**config.mk**
```make
export PLATFORM = sky130hd
export DESIGN_NAME = serial_subtractor
export DESIGN_NICKNAME = d
export VERILOG_FILES = /design/src/rtl/serial_subtractor.sv
export SDC_FILE = /design/constraint.sdc
export NUM_CORES = 1
export LEC_CHECK = 0
export ABC_AREA = 1
export ABC_CLOCK_PERIOD_IN_PS = 1650
export CAP_MARGIN = 20
export CORE_ASPECT_RATIO = 1.4
export CORE_MARGIN = 2
export CORE_UTILIZATION = 40
export DETAILED_ROUTE_END_ITERATION = 10
export PLACE_DENSITY_LB_ADDON = 0.1
export SYNTH_ARGS = -nofsm -noshare
export SYNTH_HDL_FRONTEND = slang
export SYNTH_SLANG_ARGS = --single-unit
```
**constraint.sdc**
```tcl
create_clock -name clk -period 1.65 [get_ports clk]
set_input_delay 0.4125 -clock clk [delete_from_list [all_inputs] [get_ports clk]]
set_output_delay 0.4125 -clock clk [all_outputs]
set_load 0.005 [all_outputs]
```
**src/rtl/serial_subtractor.sv**
```systemverilog
// rtl/serial_subtractor.sv - bit-serial two's-complement subtractor, LSB first
//
// Computes diff = a - b - bin one bit per clock through a single
// full-subtractor slice and a borrow flop, behind a start/busy/done handshake.
//
// Ports:
//   clk      rising-edge clock
//   rst_n    asynchronous active-low reset
//   start    operation request, accepted only in IDLE or DONE
//   a, b     minuend / subtrahend, captured on accepted start
//   bin      borrow-in, captured on accepted start
//   busy     high while bits are being processed
//   done     one-cycle pulse when diff/bout/overflow are fresh
//   diff     a - b - bin modulo 2^WIDTH, held until the next result
//   bout     unsigned borrow-out
//   overflow signed overflow of the subtraction

module serial_subtractor #(
  parameter int WIDTH = 8
) (
  input  logic             clk,
  input  logic             rst_n,
  input  logic             start,
  input  logic [WIDTH-1:0] a,
  input  logic [WIDTH-1:0] b,
  input  logic             bin,
  output logic             busy,
  output logic             done,
  output logic [WIDTH-1:0] diff,
  output logic             bout,
  output logic             overflow
);

  localparam int CW = $clog2(WIDTH + 1);

  typedef enum logic [1:0] {
    S_IDLE  = 2'd0,
    S_SHIFT = 2'd1,
    S_DONE  = 2'd2
  } state_t;

  state_t           state_q, state_d;
  logic [WIDTH-1:0] a_sh_q, a_sh_d;
  logic [WIDTH-1:0] b_sh_q, b_sh_d;
  logic [WIDTH-1:0] res_q, res_d;
  logic [WIDTH-1:0] diff_q, diff_d;
  logic [CW-1:0]    cnt_q, cnt_d;
  logic             br_q, br_d;
  logic             bout_q, bout_d;
  logic             ovf_q, ovf_d;

  // Full-subtractor slice on the current LSBs.
  logic             a0, b0, d_bit, br_nx;
  logic [WIDTH-1:0] d_msb;
  logic [WIDTH-1:0] res_nx;
  logic             last_bit;

  always_comb begin
    a0       = a_sh_q[0];
    b0       = b_sh_q[0];
    d_bit    = a0 ^ b0 ^ br_q;
    br_nx    = (~a0 & b0) | (~(a0 ^ b0) & br_q);
    // Written as a masked OR so WIDTH=1 needs no special-case slice.
    d_msb    = '0;
    d_msb[WIDTH-1] = d_bit;
    res_nx   = (res_q >> 1) | d_msb;
    last_bit = (cnt_q == CW'(WIDTH - 1));
  end

  always_comb begin
    state_d = state_q;
    a_sh_d  = a_sh_q;
    b_sh_d  = b_sh_q;
    res_d   = res_q;
    diff_d  = diff_q;
    cnt_d   = cnt_q;
    br_d    = br_q;
    bout_d  = bout_q;
    ovf_d   = ovf_q;

    case (state_q)
      S_IDLE, S_DONE: begin
        if (start) begin
          a_sh_d  = a;
          b_sh_d  = b;
          br_d    = bin;
          cnt_d   = '0;
          res_d   = '0;
          state_d = S_SHIFT;
        end else begin
          state_d = S_IDLE;
        end
      end
      S_SHIFT: begin
        a_sh_d = a_sh_q >> 1;
        b_sh_d = b_sh_q >> 1;
        br_d   = br_nx;
        res_d  = res_nx;
        cnt_d  = cnt_q + CW'(1);
        if (last_bit) begin
          diff_d  = res_nx;
          bout_d  = br_nx;
          // Borrow into the MSB differs from borrow out of it.
          ovf_d   = br_q ^ br_nx;
          state_d = S_DONE;
        end
      end
      default: state_d = S_IDLE;
    endcase
  end

  always_ff @(posedge clk or negedge rst_n) begin
    if (!rst_n) begin
      state_q <= S_IDLE;
      a_sh_q  <= '0;
      b_sh_q  <= '0;
      res_q   <= '0;
      diff_q  <= '0;
      cnt_q   <= '0;
      br_q    <= 1'b0;
      bout_q  <= 1'b0;
      ovf_q   <= 1'b0;
    end else begin
      state_q <= state_d;
      a_sh_q  <= a_sh_d;
      b_sh_q  <= b_sh_d;
      res_q   <= res_d;
      diff_q  <= diff_d;
      cnt_q   <= cnt_d;
      br_q    <= br_d;
      bout_q  <= bout_d;
      ovf_q   <= ovf_d;
    end
  end

  assign busy     = (state_q == S_SHIFT);
  assign done     = (state_q == S_DONE);
  assign diff     = diff_q;
  assign bout     = bout_q;
  assign overflow = ovf_q;

endmodule

```
==> results_dict.tcl <==
set metrics [dict create \
    outcome "finished, final reports clean" \
    portBuffers 31 \
    synth_top_area_share_pct 55.8 \
    min_period_over_period_pct 96.0 \
    core.rowCount 28 \
    ys_ff_latch 40 \
    dp_hpwl_um 2300 \
    pre_cts_ws_ns 0.0900 \
    yosys_warnings 0 \
    end_kind "primary output" \
    synth_top_family_by_area "simple AND/OR/NAND/NOR gates" \
    synth_nets 247 \
    cts-htree-levels 2 \
    grt_pass1_wl_um 6270 \
    synthXorXnorAreaFrac_pct 0.488 \
    viasPerCell 4.34 \
    die_w_um 60.6 \
    routed_wl_um 3440 \
    syn_area_um2 1790 \
    cellLeakagePower_nw 1.25 \
    wl_per_cell_um 10.5 \
    die_y_um 83.2 \
    drtAntennaViolNets 0 \
    dieArea_um2 5050 \
    grt_antenna_before_repair 0 \
    cts_root_buffer "clkbuf_8" \
    crit_arrival_ns 1.17 \
    routabilityCongestion 0.750 \
    drc 0 \
    syn_inst 225 \
    vdd_drop_max_v 0.000710 \
    nNetsFinal 288 \
    yosys.area_share.simple_pct 29.8 \
    setup_ws_ns 0.0659 \
    layout-drive-gt1-share_pct 9.36 \
    insertion_delay_ns 0.29 \
    start_util_pct 42.0 \
    tightest_slew_ns 0.237 \
    cp-start-kind "flip-flop" \
    fin_cells 327 \
    relSlewSlack_pct 84.2 \
    track_usage_pct 16.2 \
    fillCellCount 440 \
    slew_violations 0 \
    n_antenna_cell 0 \
    dr_total_vias 1419 \
    hold_viol 0 \
    synthMuxAreaShare_pct 0 \
    firstDrtPassIters 4 \
    drt_iter0_drc 47 \
    yosys.area_share.adder_pct 1.81 \
    cts-buffers-inserted 5 \
    worst-setup-path-type "reg2out" \
    dp.cells 316 \
    overflow 0 \
    cap_viol_max_count 0 \
    area_delta_synth_final_pct 30.1 \
    max_freq_ghz 0.631 \
    cts_max_path_buffers 2 \
    synth_area_leaders "dfrtp_1 56%, nand2_1 26%, inv_1 5.9%, o22ai_1 2.1%, buf_4 1.7%" \
    cp_max_fo 2 \
    hold_class "in2async" \
    synth_top_area_cell "dfrtp_1" \
    power.density_nw_per_um2 1820 \
    setup_tns_ns 0 \
    num_io_pins 32 \
    finalPower_w 0.00425 \
    core_um2 4270 \
    synth-seq-area-share_pct 55.8 \
    finalSetupViolCount 0 \
    finalCriticalPeriod_ns 1.58 \
    clock_sink_count 40 \
    fin_util_pct 54.6 \
    syn_avg_cell_area_um2 7.97 \
    synth_cell_types 18 \
    required_ns 1.24 \
    clkSlewWorstSetupHoldPaths_ns 0.08 \
    synth_compound_area_share_pct 2.93 \
    skew_ns 0.00651 \
    cts_tree "done" \
    grt_max_degree 41 \
    grt_pass1_vias 1407 \
]
==> routing by layer <==
| metal | GRT usage [%] | share of wire [%] |
|---|---|---|
| met5 | 0 | 0 |
| met4 | 5.34 | 1.3 |
| met3 | 4.67 | 3.6 |
| met2 | 26.7 | 50 |
| met1 | 19.7 | 45 |
==> worst max-delay path, stage by stage (launching register included) <==
cell,delay (ns)
dfrtp_1,0.38
buf_4,0.13
inv_2,0.06
nor2_1,0.04
dlygate4sd2_1,0.26
==> logic make-up (layout without fill, tap and decap cells) <==
group / Yosys count / count (layout)
XOR/XNOR: 1 / 1
AND/OR/NAND/NOR: 137 / 137
adder cells (fa/ha/maj): 2 / 2
flip-flops: 40 / 40
AO/OA/AOI/OAI: 9 / 9
buffers and inverters: 36 / 78
==> flip-flops by register name, indices dropped and copies added (netlist names) <==
register / cells
cnt_q: 4
overflow: 1
b_sh_q: 8
br_q: 1
a_sh_q: 8
res_q: 7
state_q: 2
bout: 1
diff: 8
==> cell usage after synthesis <==
library cell,number
ha_1,1
inv_1,28
xnor2_1,1
buf_4,4
o21ai_0,2
nor2_1,4
inv_2,2
nand2_2,2
or2_2,1
fa_1,1
dfrtp_1,40
nand3_1,4
o22ai_1,6
nand4_1,1
a21oi_1,1
nor2_2,2
buf_6,2
nand2_1,123
==> path summary, 6_finish.rpt <==
check / start / end / slack (ns) / cells past startpoint
max in group asynchronous: rst_n / b_sh_q[3]$_DFFE_PN0P_ / 1.38 / 2
min: rst_n / diff[0]$_DFFE_PN0P_ / 0.07 / 2
max: state_q[1]$_DFFE_PN0P_ / done / 0.07 / 4
max reg2reg: state_q[1]$_DFFE_PN0P_ / bout$_DFFE_PN0P_ / 0.29 / 6
min in group clk: res_q[7]$_DFFE_PN0P_ / diff[6]$_DFFE_PN0P_ / 0.47 / 2
min reg2reg: res_q[7]$_DFFE_PN0P_ / diff[6]$_DFFE_PN0P_ / 0.47 / 2
==> report_power, final <==
| part | switching, W | total [W] | leakage, nW | internal (W) |
|---|---|---|---|---|
| Combinational | 0.000938 | 0.00179 | 0.693 | 0.000848 |
| Clock | 0.000336 | 0.000785 | 0.0552 | 0.000449 |
| Sequential | 0.000255 | 0.00168 | 0.502 | 0.00143 |
==> cell usage in the layout (no fill, tap or decap), drive strengths merged <==
cell / count
dfrtp: 40
dlygate4sd2: 2
o22ai: 6
clkbuf: 6
nand2: 125
a21oi: 1
nor2: 6
or2: 1
inv: 30
xnor2: 1
clkdlybuf4s50: 28
o21ai: 2
buf: 10
nand3: 4
fa: 1
ha: 1
nand4: 1
clkinv: 1
bufinv: 1
==> per-stage QoR <==
stage               hold WS [ns]  cell area (µm²)
detailed placement         0.402             2200
floorplan                  0.117             1790
CTS                       0.0819             2320
global placement           0.399             2200
finish                    0.0747             2330
global route              0.0815             2330
==> cell type report <==
cell class,count,area [µm²],area share [%]
multi-input cells,149,631,27.0
well taps,60,75.1,3.22
flip-flops and latches,40,1000,42.9
clock buffers,6,72.6,3.11
clock inverters,2,35.0,1.50
repair buffers,40,408,17.5
inverters,30,113,4.82
==> what timing repair did <==
item                                    CTS  global route
hold buffers                              0             0
gates resized for setup                   2             1
setup buffers                             2             1
endpoints found under the setup margin    2             5
Power figures use the tool's default switching activity.
